## src/rtl/pipe_hazard_ctrl_if.sv

```systemverilog
// Hazard-control bundle between the ID-stage sequencer and the pipeline
// registers it steers. The slave side is the sequencer itself.
interface pipe_hazard_ctrl_if #(
  parameter int CNT_W = 16
);
  logic [4:0]       id_rs;
  logic [4:0]       id_rt;
  logic             id_uses_rt;
  logic             id_branch_taken;
  logic             id_halt;
  logic             ex_mem_read;
  logic [4:0]       ex_rt;
  logic             ex_mul_start;
  logic             mem_busy;
  logic             pc_write;
  logic             ifid_write;
  logic             ifid_flush;
  logic             idex_write;
  logic             idex_bubble;
  logic             exmem_write;
  logic             exmem_bubble;
  logic             mul_busy;
  logic             halted;
  logic [CNT_W-1:0] stall_cycles;

  modport slave (
    input  id_rs, id_rt, id_uses_rt, id_branch_taken, id_halt,
           ex_mem_read, ex_rt, ex_mul_start, mem_busy,
    output pc_write, ifid_write, ifid_flush, idex_write, idex_bubble,
           exmem_write, exmem_bubble, mul_busy, halted, stall_cycles
  );

  modport master (
    output id_rs, id_rt, id_uses_rt, id_branch_taken, id_halt,
           ex_mem_read, ex_rt, ex_mul_start, mem_busy,
    input  pc_write, ifid_write, ifid_flush, idex_write, idex_bubble,
           exmem_write, exmem_bubble, mul_busy, halted, stall_cycles
  );
endinterface

```

## src/rtl/pipe_hazard_ctrl.sv

```systemverilog
// Pipeline sequencer for the 5-stage MIPS core: load-use stalls, taken-branch
// flushes, multiply freezes, data-memory wait freezes and HALT drain.
// Enables are decoded from state and this cycle's inputs so the pipeline
// registers react in the same cycle the hazard is seen.
module pipe_hazard_ctrl #(
  parameter int MUL_LAT = 4,
  parameter int CNT_W   = 16
) (
  input  logic clk,
  input  logic rst,
  pipe_hazard_ctrl_if.slave bus
);
  localparam int MC_W = $clog2(MUL_LAT);

  typedef enum logic [1:0] {
    ST_RUN  = 2'd0,
    ST_MUL  = 2'd1,
    ST_HALT = 2'd2
  } state_t;

  state_t            r_state;
  logic [MC_W-1:0]   r_mul_cnt;
  logic [CNT_W-1:0]  r_stall_cnt;

  state_t            w_next_state;
  logic [MC_W-1:0]   w_next_cnt;
  logic              w_load_use;
  logic              w_pc, w_ifw, w_ifl, w_idw, w_idb, w_exw, w_exb;
  logic              w_stall_inc;

  assign w_load_use = bus.ex_mem_read & (bus.ex_rt != 5'd0) &
                      ((bus.ex_rt == bus.id_rs) |
                       (bus.id_uses_rt & (bus.ex_rt == bus.id_rt)));

  // Decode pipeline enables and the next sequencer state from state + inputs.
  always_comb begin
    w_pc         = 1'b1;
    w_ifw        = 1'b1;
    w_ifl        = 1'b0;
    w_idw        = 1'b1;
    w_idb        = 1'b0;
    w_exw        = 1'b1;
    w_exb        = 1'b0;
    w_next_state = r_state;
    w_next_cnt   = r_mul_cnt;
    case (r_state)
      ST_RUN: begin
        if (bus.mem_busy) begin
          w_pc  = 1'b0;
          w_ifw = 1'b0;
          w_idw = 1'b0;
          w_exw = 1'b0;
        end else if (bus.ex_mul_start) begin
          w_pc         = 1'b0;
          w_ifw        = 1'b0;
          w_idw        = 1'b0;
          w_exb        = 1'b1;
          w_next_cnt   = MC_W'(MUL_LAT - 2);
          w_next_state = ST_MUL;
        end else if (w_load_use) begin
          // Single bubble: the load leaves EX next cycle and the hazard clears.
          w_pc  = 1'b0;
          w_ifw = 1'b0;
          w_idb = 1'b1;
        end else if (bus.id_halt) begin
          w_pc         = 1'b0;
          w_ifl        = 1'b1;
          w_next_state = ST_HALT;
        end else if (bus.id_branch_taken) begin
          w_ifl = 1'b1;
        end else begin
          w_next_state = ST_RUN;
        end
      end
      ST_MUL: begin
        // ID is frozen here, so its hazards are re-evaluated once back in RUN.
        if (bus.mem_busy) begin
          w_pc  = 1'b0;
          w_ifw = 1'b0;
          w_idw = 1'b0;
          w_exw = 1'b0;
        end else if (r_mul_cnt != {MC_W{1'b0}}) begin
          w_pc       = 1'b0;
          w_ifw      = 1'b0;
          w_idw      = 1'b0;
          w_exb      = 1'b1;
          w_next_cnt = r_mul_cnt - {{(MC_W-1){1'b0}}, 1'b1};
        end else begin
          w_next_state = ST_RUN;
        end
      end
      ST_HALT: begin
        // Fetch is blocked forever; the later stages keep draining.
        w_pc  = 1'b0;
        w_ifw = 1'b0;
        w_ifl = 1'b1;
        if (bus.mem_busy) begin
          w_idw = 1'b0;
          w_exw = 1'b0;
        end else begin
          w_idw = 1'b1;
          w_exw = 1'b1;
        end
      end
      default: begin
        w_next_state = ST_RUN;
        w_next_cnt   = {MC_W{1'b0}};
      end
    endcase
  end

  // Sequencer state and multiply down-counter.
  always_ff @(posedge clk or posedge rst) begin
    if (rst) begin
      r_state   <= ST_RUN;
      r_mul_cnt <= {MC_W{1'b0}};
    end else begin
      r_state   <= w_next_state;
      r_mul_cnt <= w_next_cnt;
    end
  end

  assign w_stall_inc = ~w_pc & (r_state != ST_HALT) &
                       (r_stall_cnt != {CNT_W{1'b1}});

  // Saturating count of fetch-stalled cycles outside HALT.
  always_ff @(posedge clk or posedge rst) begin
    if (rst) begin
      r_stall_cnt <= {CNT_W{1'b0}};
    end else if (w_stall_inc) begin
      r_stall_cnt <= r_stall_cnt + {{(CNT_W-1){1'b0}}, 1'b1};
    end else begin
      r_stall_cnt <= r_stall_cnt;
    end
  end

  // While reset is held every pipeline register is told to hold its value.
  assign bus.pc_write     = w_pc  & ~rst;
  assign bus.ifid_write   = w_ifw & ~rst;
  assign bus.ifid_flush   = w_ifl & ~rst;
  assign bus.idex_write   = w_idw & ~rst;
  assign bus.idex_bubble  = w_idb & ~rst;
  assign bus.exmem_write  = w_exw & ~rst;
  assign bus.exmem_bubble = w_exb & ~rst;
  assign bus.mul_busy     = (r_state == ST_MUL);
  assign bus.halted       = (r_state == ST_HALT);
  assign bus.stall_cycles = r_stall_cnt;
endmodule

```

## src/flat_wrapper.sv

```systemverilog
// flat-port wrapper written by rule: the top's interface ports become plain ports
module pipe_hazard_ctrl_flat 
#(
  parameter int MUL_LAT = 4,
  parameter int CNT_W   = 16
)
  (clk, rst, bus_id_rs, bus_id_rt, bus_id_uses_rt, bus_id_branch_taken, bus_id_halt, bus_ex_mem_read, bus_ex_rt, bus_ex_mul_start, bus_mem_busy, bus_pc_write, bus_ifid_write, bus_ifid_flush, bus_idex_write, bus_idex_bubble, bus_exmem_write, bus_exmem_bubble, bus_mul_busy, bus_halted, bus_stall_cycles);
  pipe_hazard_ctrl_if #(.CNT_W(CNT_W)) bus_i ();
  input  logic clk;
  input  logic rst;
  input wire logic [$bits(bus_i.id_rs)-1:0] bus_id_rs;
  input wire logic [$bits(bus_i.id_rt)-1:0] bus_id_rt;
  input wire logic [$bits(bus_i.id_uses_rt)-1:0] bus_id_uses_rt;
  input wire logic [$bits(bus_i.id_branch_taken)-1:0] bus_id_branch_taken;
  input wire logic [$bits(bus_i.id_halt)-1:0] bus_id_halt;
  input wire logic [$bits(bus_i.ex_mem_read)-1:0] bus_ex_mem_read;
  input wire logic [$bits(bus_i.ex_rt)-1:0] bus_ex_rt;
  input wire logic [$bits(bus_i.ex_mul_start)-1:0] bus_ex_mul_start;
  input wire logic [$bits(bus_i.mem_busy)-1:0] bus_mem_busy;
  output wire logic [$bits(bus_i.pc_write)-1:0] bus_pc_write;
  output wire logic [$bits(bus_i.ifid_write)-1:0] bus_ifid_write;
  output wire logic [$bits(bus_i.ifid_flush)-1:0] bus_ifid_flush;
  output wire logic [$bits(bus_i.idex_write)-1:0] bus_idex_write;
  output wire logic [$bits(bus_i.idex_bubble)-1:0] bus_idex_bubble;
  output wire logic [$bits(bus_i.exmem_write)-1:0] bus_exmem_write;
  output wire logic [$bits(bus_i.exmem_bubble)-1:0] bus_exmem_bubble;
  output wire logic [$bits(bus_i.mul_busy)-1:0] bus_mul_busy;
  output wire logic [$bits(bus_i.halted)-1:0] bus_halted;
  output wire logic [$bits(bus_i.stall_cycles)-1:0] bus_stall_cycles;
  assign bus_i.id_rs = bus_id_rs;
  assign bus_i.id_rt = bus_id_rt;
  assign bus_i.id_uses_rt = bus_id_uses_rt;
  assign bus_i.id_branch_taken = bus_id_branch_taken;
  assign bus_i.id_halt = bus_id_halt;
  assign bus_i.ex_mem_read = bus_ex_mem_read;
  assign bus_i.ex_rt = bus_ex_rt;
  assign bus_i.ex_mul_start = bus_ex_mul_start;
  assign bus_i.mem_busy = bus_mem_busy;
  assign bus_pc_write = bus_i.pc_write;
  assign bus_ifid_write = bus_i.ifid_write;
  assign bus_ifid_flush = bus_i.ifid_flush;
  assign bus_idex_write = bus_i.idex_write;
  assign bus_idex_bubble = bus_i.idex_bubble;
  assign bus_exmem_write = bus_i.exmem_write;
  assign bus_exmem_bubble = bus_i.exmem_bubble;
  assign bus_mul_busy = bus_i.mul_busy;
  assign bus_halted = bus_i.halted;
  assign bus_stall_cycles = bus_i.stall_cycles;
  pipe_hazard_ctrl #(.MUL_LAT(MUL_LAT), .CNT_W(CNT_W)) u_core (.clk(clk), .rst(rst), .bus(bus_i));
endmodule
```

## config.mk

```make
export PLATFORM = sky130hd
export DESIGN_NAME = pipe_hazard_ctrl_flat
export DESIGN_NICKNAME = d
export VERILOG_FILES = /design/src/rtl/pipe_hazard_ctrl_if.sv /design/src/rtl/pipe_hazard_ctrl.sv /design/src/flat_wrapper.sv
export SDC_FILE = /design/constraint.sdc
export NUM_CORES = 1
export LEC_CHECK = 0
export CORE_ASPECT_RATIO = 1.1
export CORE_MARGIN = 2
export CORE_UTILIZATION = 40
export CTS_CLUSTER_DIAMETER = 60
export DETAILED_ROUTE_END_ITERATION = 10
export GPL_ROUTABILITY_DRIVEN = 1
export PLACE_DENSITY = 0.73
export SLEW_MARGIN = 20
export SYNTH_ARGS = -nofsm -noshare
export SYNTH_HDL_FRONTEND = slang
export SYNTH_SLANG_ARGS = --single-unit
```

## constraint.sdc

```tcl
create_clock -name clk -period 5.15 [get_ports clk]
set_input_delay 0.515 -clock clk [delete_from_list [all_inputs] [get_ports clk]]
set_output_delay 0.515 -clock clk [all_outputs]
set_load 0.05 [all_outputs]
```

==> flow_summary.toml <==
[placed_design]
pre_cts_slack_ns = 1.589
placedCellCount = 219
post_dp_cell_area_um2 = 1795
gp_congestion = 0.7974
port_buffers = 47
hpwl_mm = 2.350

[sta]
tns_ns = 0
min_period_over_period_pct = 69.77
worst_slack_ns = 1.557
tightest_slew_ns = 0.7882
whs_ns = 0.4955
max_freq_mhz = 278.3
period_minus_slack_ns = 3.593
finalMaxSlewViolations = 0
finClkSkew_ns = 0.004124
setup_violations = 0
hold_viol_final = 0
slew_headroom_pct = 47.45
rsz0062_at_grt = "no"

[global_route]
grt_pass1_wl_mm = 5.119
met2_usage_pct = 29.53
antenna_found_initial = 0
busiest_layer = "met2"
grt_pass1_vias = 1163
grt-ovfl-total = 0
gr-usage-met1_pct = 19.93
grt_max_degree = 21
use_met3_pct = 4.391
grtUsageTotal_pct = 17.16

[clock_network]
cts_root_buffer = "clkbuf_4"
cts_resized = 0
clk_pin_slew_worst_paths_ns = 0.10
cts_hold_buf = 0
worst_skew_pair.late_latency_ns = 0.31
tritoncts = "built"
cts_setup_buffers = 0
cts_max_level = 1
cts_buffers = 3
cts.sinks = 20
cts_buffer_depth = 2

[cells_and_area]
final_common_cell = "clkdlybuf4s50_1"
layout_common_cells = "clkdlybuf4s50_1 (47), xnor2_1 (23), dfrtp_1 (20), nand2_1 (14), nor2_1 (10)"
drive_above_1_share_pct = 8.021
final_cells = 223
postLayoutCoreUtil_pct = 55.92
num_antenna_cells = 0
fin_area_um2 = 1832
finalNetCount = 213
syn_to_final_growth_pct = 36.44

[status]
outcome = "complete, no violations"

[critical_path]
path_delay_family = "buffers and inverters"
critical_path_arrival_ns = 3.08
start_kind = "input port"
critical-path-max-stage-delay_ns = 0.74
cpMostUsedCell = "clkdlybuf4s50_1"
path_cells = "clkdlybuf4s50_1 > xnor2_1 > nand3_1 > o22ai_2 > a311o_1 > a21oi_1 > clkdlybuf4s50_1"
critical-path-slowest-cell = "clkdlybuf4s50_1"
crit_path_max_fanout = 17
cp.buffers_inverters = 2
critical_path_class = "input port to output pin"
endpoint_kind = "output pin"
required_ns = 4.64

[logic_synthesis]
synth.net_count = 169
ys_seq_area_share_pct = 37.28
syn_avg_cell_area_um2 = 9.323
synthArstFlopShare_pct = 100.0
synth_top_cells_by_area = "dfrtp_1 (37%), xnor2_1 (15%), and3_1 (4.2%)"
synth_edf_count = 0
yosysWarnings = 0
synth-seq-cells = 20
synth.cell_area_um2 = 1343
synth_cells = 144
synth_cell_types = 34
synth_top_area_cell = "dfrtp_1"
synth_flop_cell = "dfrtp_1"
yosysTopAreaCellShare_pct = 37.28

[pwr]
ir_worst_vdd_mv = 0.2895
power_leakage_nw = 0.7604
total_power_mw = 0.8256
power.density_nw_per_um2 = 450.7

[die]
die_width_um = 59.24
num_rows = 22
die_h_um = 64.76
initial_core_util_pct = 40.99
dieArea_um2 = 3836
fp.coreArea_um2 = 3276
num_io_pins = 48

[detailed_routing]
via_per_inst = 5.381
wl_per_cell_um = 13.57
num_vias = 1200
drc_errors = 0
dr.pass1.iters = 4
initialDrtViolationCount = 28
drt-total-wl_mm = 3.025
antenna_left = 0

[min_path]
hp-class = "register to register"

[run]
maxCapViolCount = 0
worst reg2reg max path, stage by stage (launching register included):
cell and delay, ns:
dfrtp_1 0.43, ha_1 0.23, and2_1 0.17, and3_1 0.23, nand2_1 0.08, o21a_1 0.47, nand2_1 0.20, mux2_1 0.36
state kept, by name, summed over array words and instances, names as in the netlist:
register                 flops
u_core.bus.stall_cycles     16
u_core.r_mul_cnt             2
u_core.r_state               2
cells by family after synthesis:
group	Yosys count	synth area share [%]
xor+xnor	23	15.00
buf+inv	11	5.498
mux	3	2.516
fa+ha+maj	2	1.864
compound gates	19	9.133
flops	20	37.28
simple gates	66	28.71
cells in the mapped netlist, types with 2 or more instances:
| library cell | instances |
|---|---|
| a21oi_1 | 9 |
| a31oi_1 | 3 |
| and3_1 | 9 |
| and4_1 | 3 |
| buf_6 | 2 |
| clkbuf_1 | 4 |
| dfrtp_1 | 20 |
| ha_1 | 2 |
| inv_1 | 3 |
| mux2_2 | 2 |
| nand2_1 | 14 |
| nand2b_1 | 2 |
| nand3_1 | 4 |
| nand3_2 | 4 |
| nand4_1 | 5 |
| nand4_2 | 3 |
| nor2_1 | 10 |
| nor2b_1 | 4 |
| nor3_1 | 4 |
| xnor2_1 | 23 |
layout make-up:
class	instances	area, µm²
fillers	299	1444
well taps	36	45.04
repair buffers	47	470.5
clock buffers	4	36.28
flip-flops and latches	20	500.5
inverters	3	11.26
multi-input cells	113	768.2
power breakdown:
part	total, mW	switching [mW]	internal [mW]	leakage (nW)
Clock	0.0907	0.0475	0.0432	0.0210
Sequential	0.261	0.0607	0.201	0.261
Combinational	0.474	0.293	0.180	0.479
routing by layer:
| layer | share of wire, % | vias to the layer above | wire length [µm] |
|---|---|---|---|
| li1 | - | 591 | - |
| met1 | 44 | 566 | 1324 |
| met2 | 50 | 38 | 1502 |
| met3 | 5.1 | 5 | 154 |
| met4 | 1.5 | 0 | 44 |
| met5 | 0 | - | 0 |
final timing paths:
check	startpoint	endpoint	slack, ns	depth (start not counted)
max in group asynchronous	rst	u_core.bus.stall_cycles[9]$_DFFE_PP0P_	3.85	2
worst max-delay path	bus_ex_rt[0]	bus_pc_write	1.56	7
worst min register to register	u_core.bus.stall_cycles[10]$_DFFE_PP0P_	u_core.bus.stall_cycles[10]$_DFFE_PP0P_	0.50	1
min in group asynchronous	rst	u_core.r_state[0]$_DFFE_PP0P_	0.83	2
worst max register to register	u_core.bus.stall_cycles[0]$_DFFE_PP0P_	u_core.bus.stall_cycles[1]$_DFFE_PP0P_	2.88	7
worst min-delay path	u_core.bus.stall_cycles[10]$_DFFE_PP0P_	u_core.bus.stall_cycles[10]$_DFFE_PP0P_	0.50	1
Power figures use the tool's default switching activity.
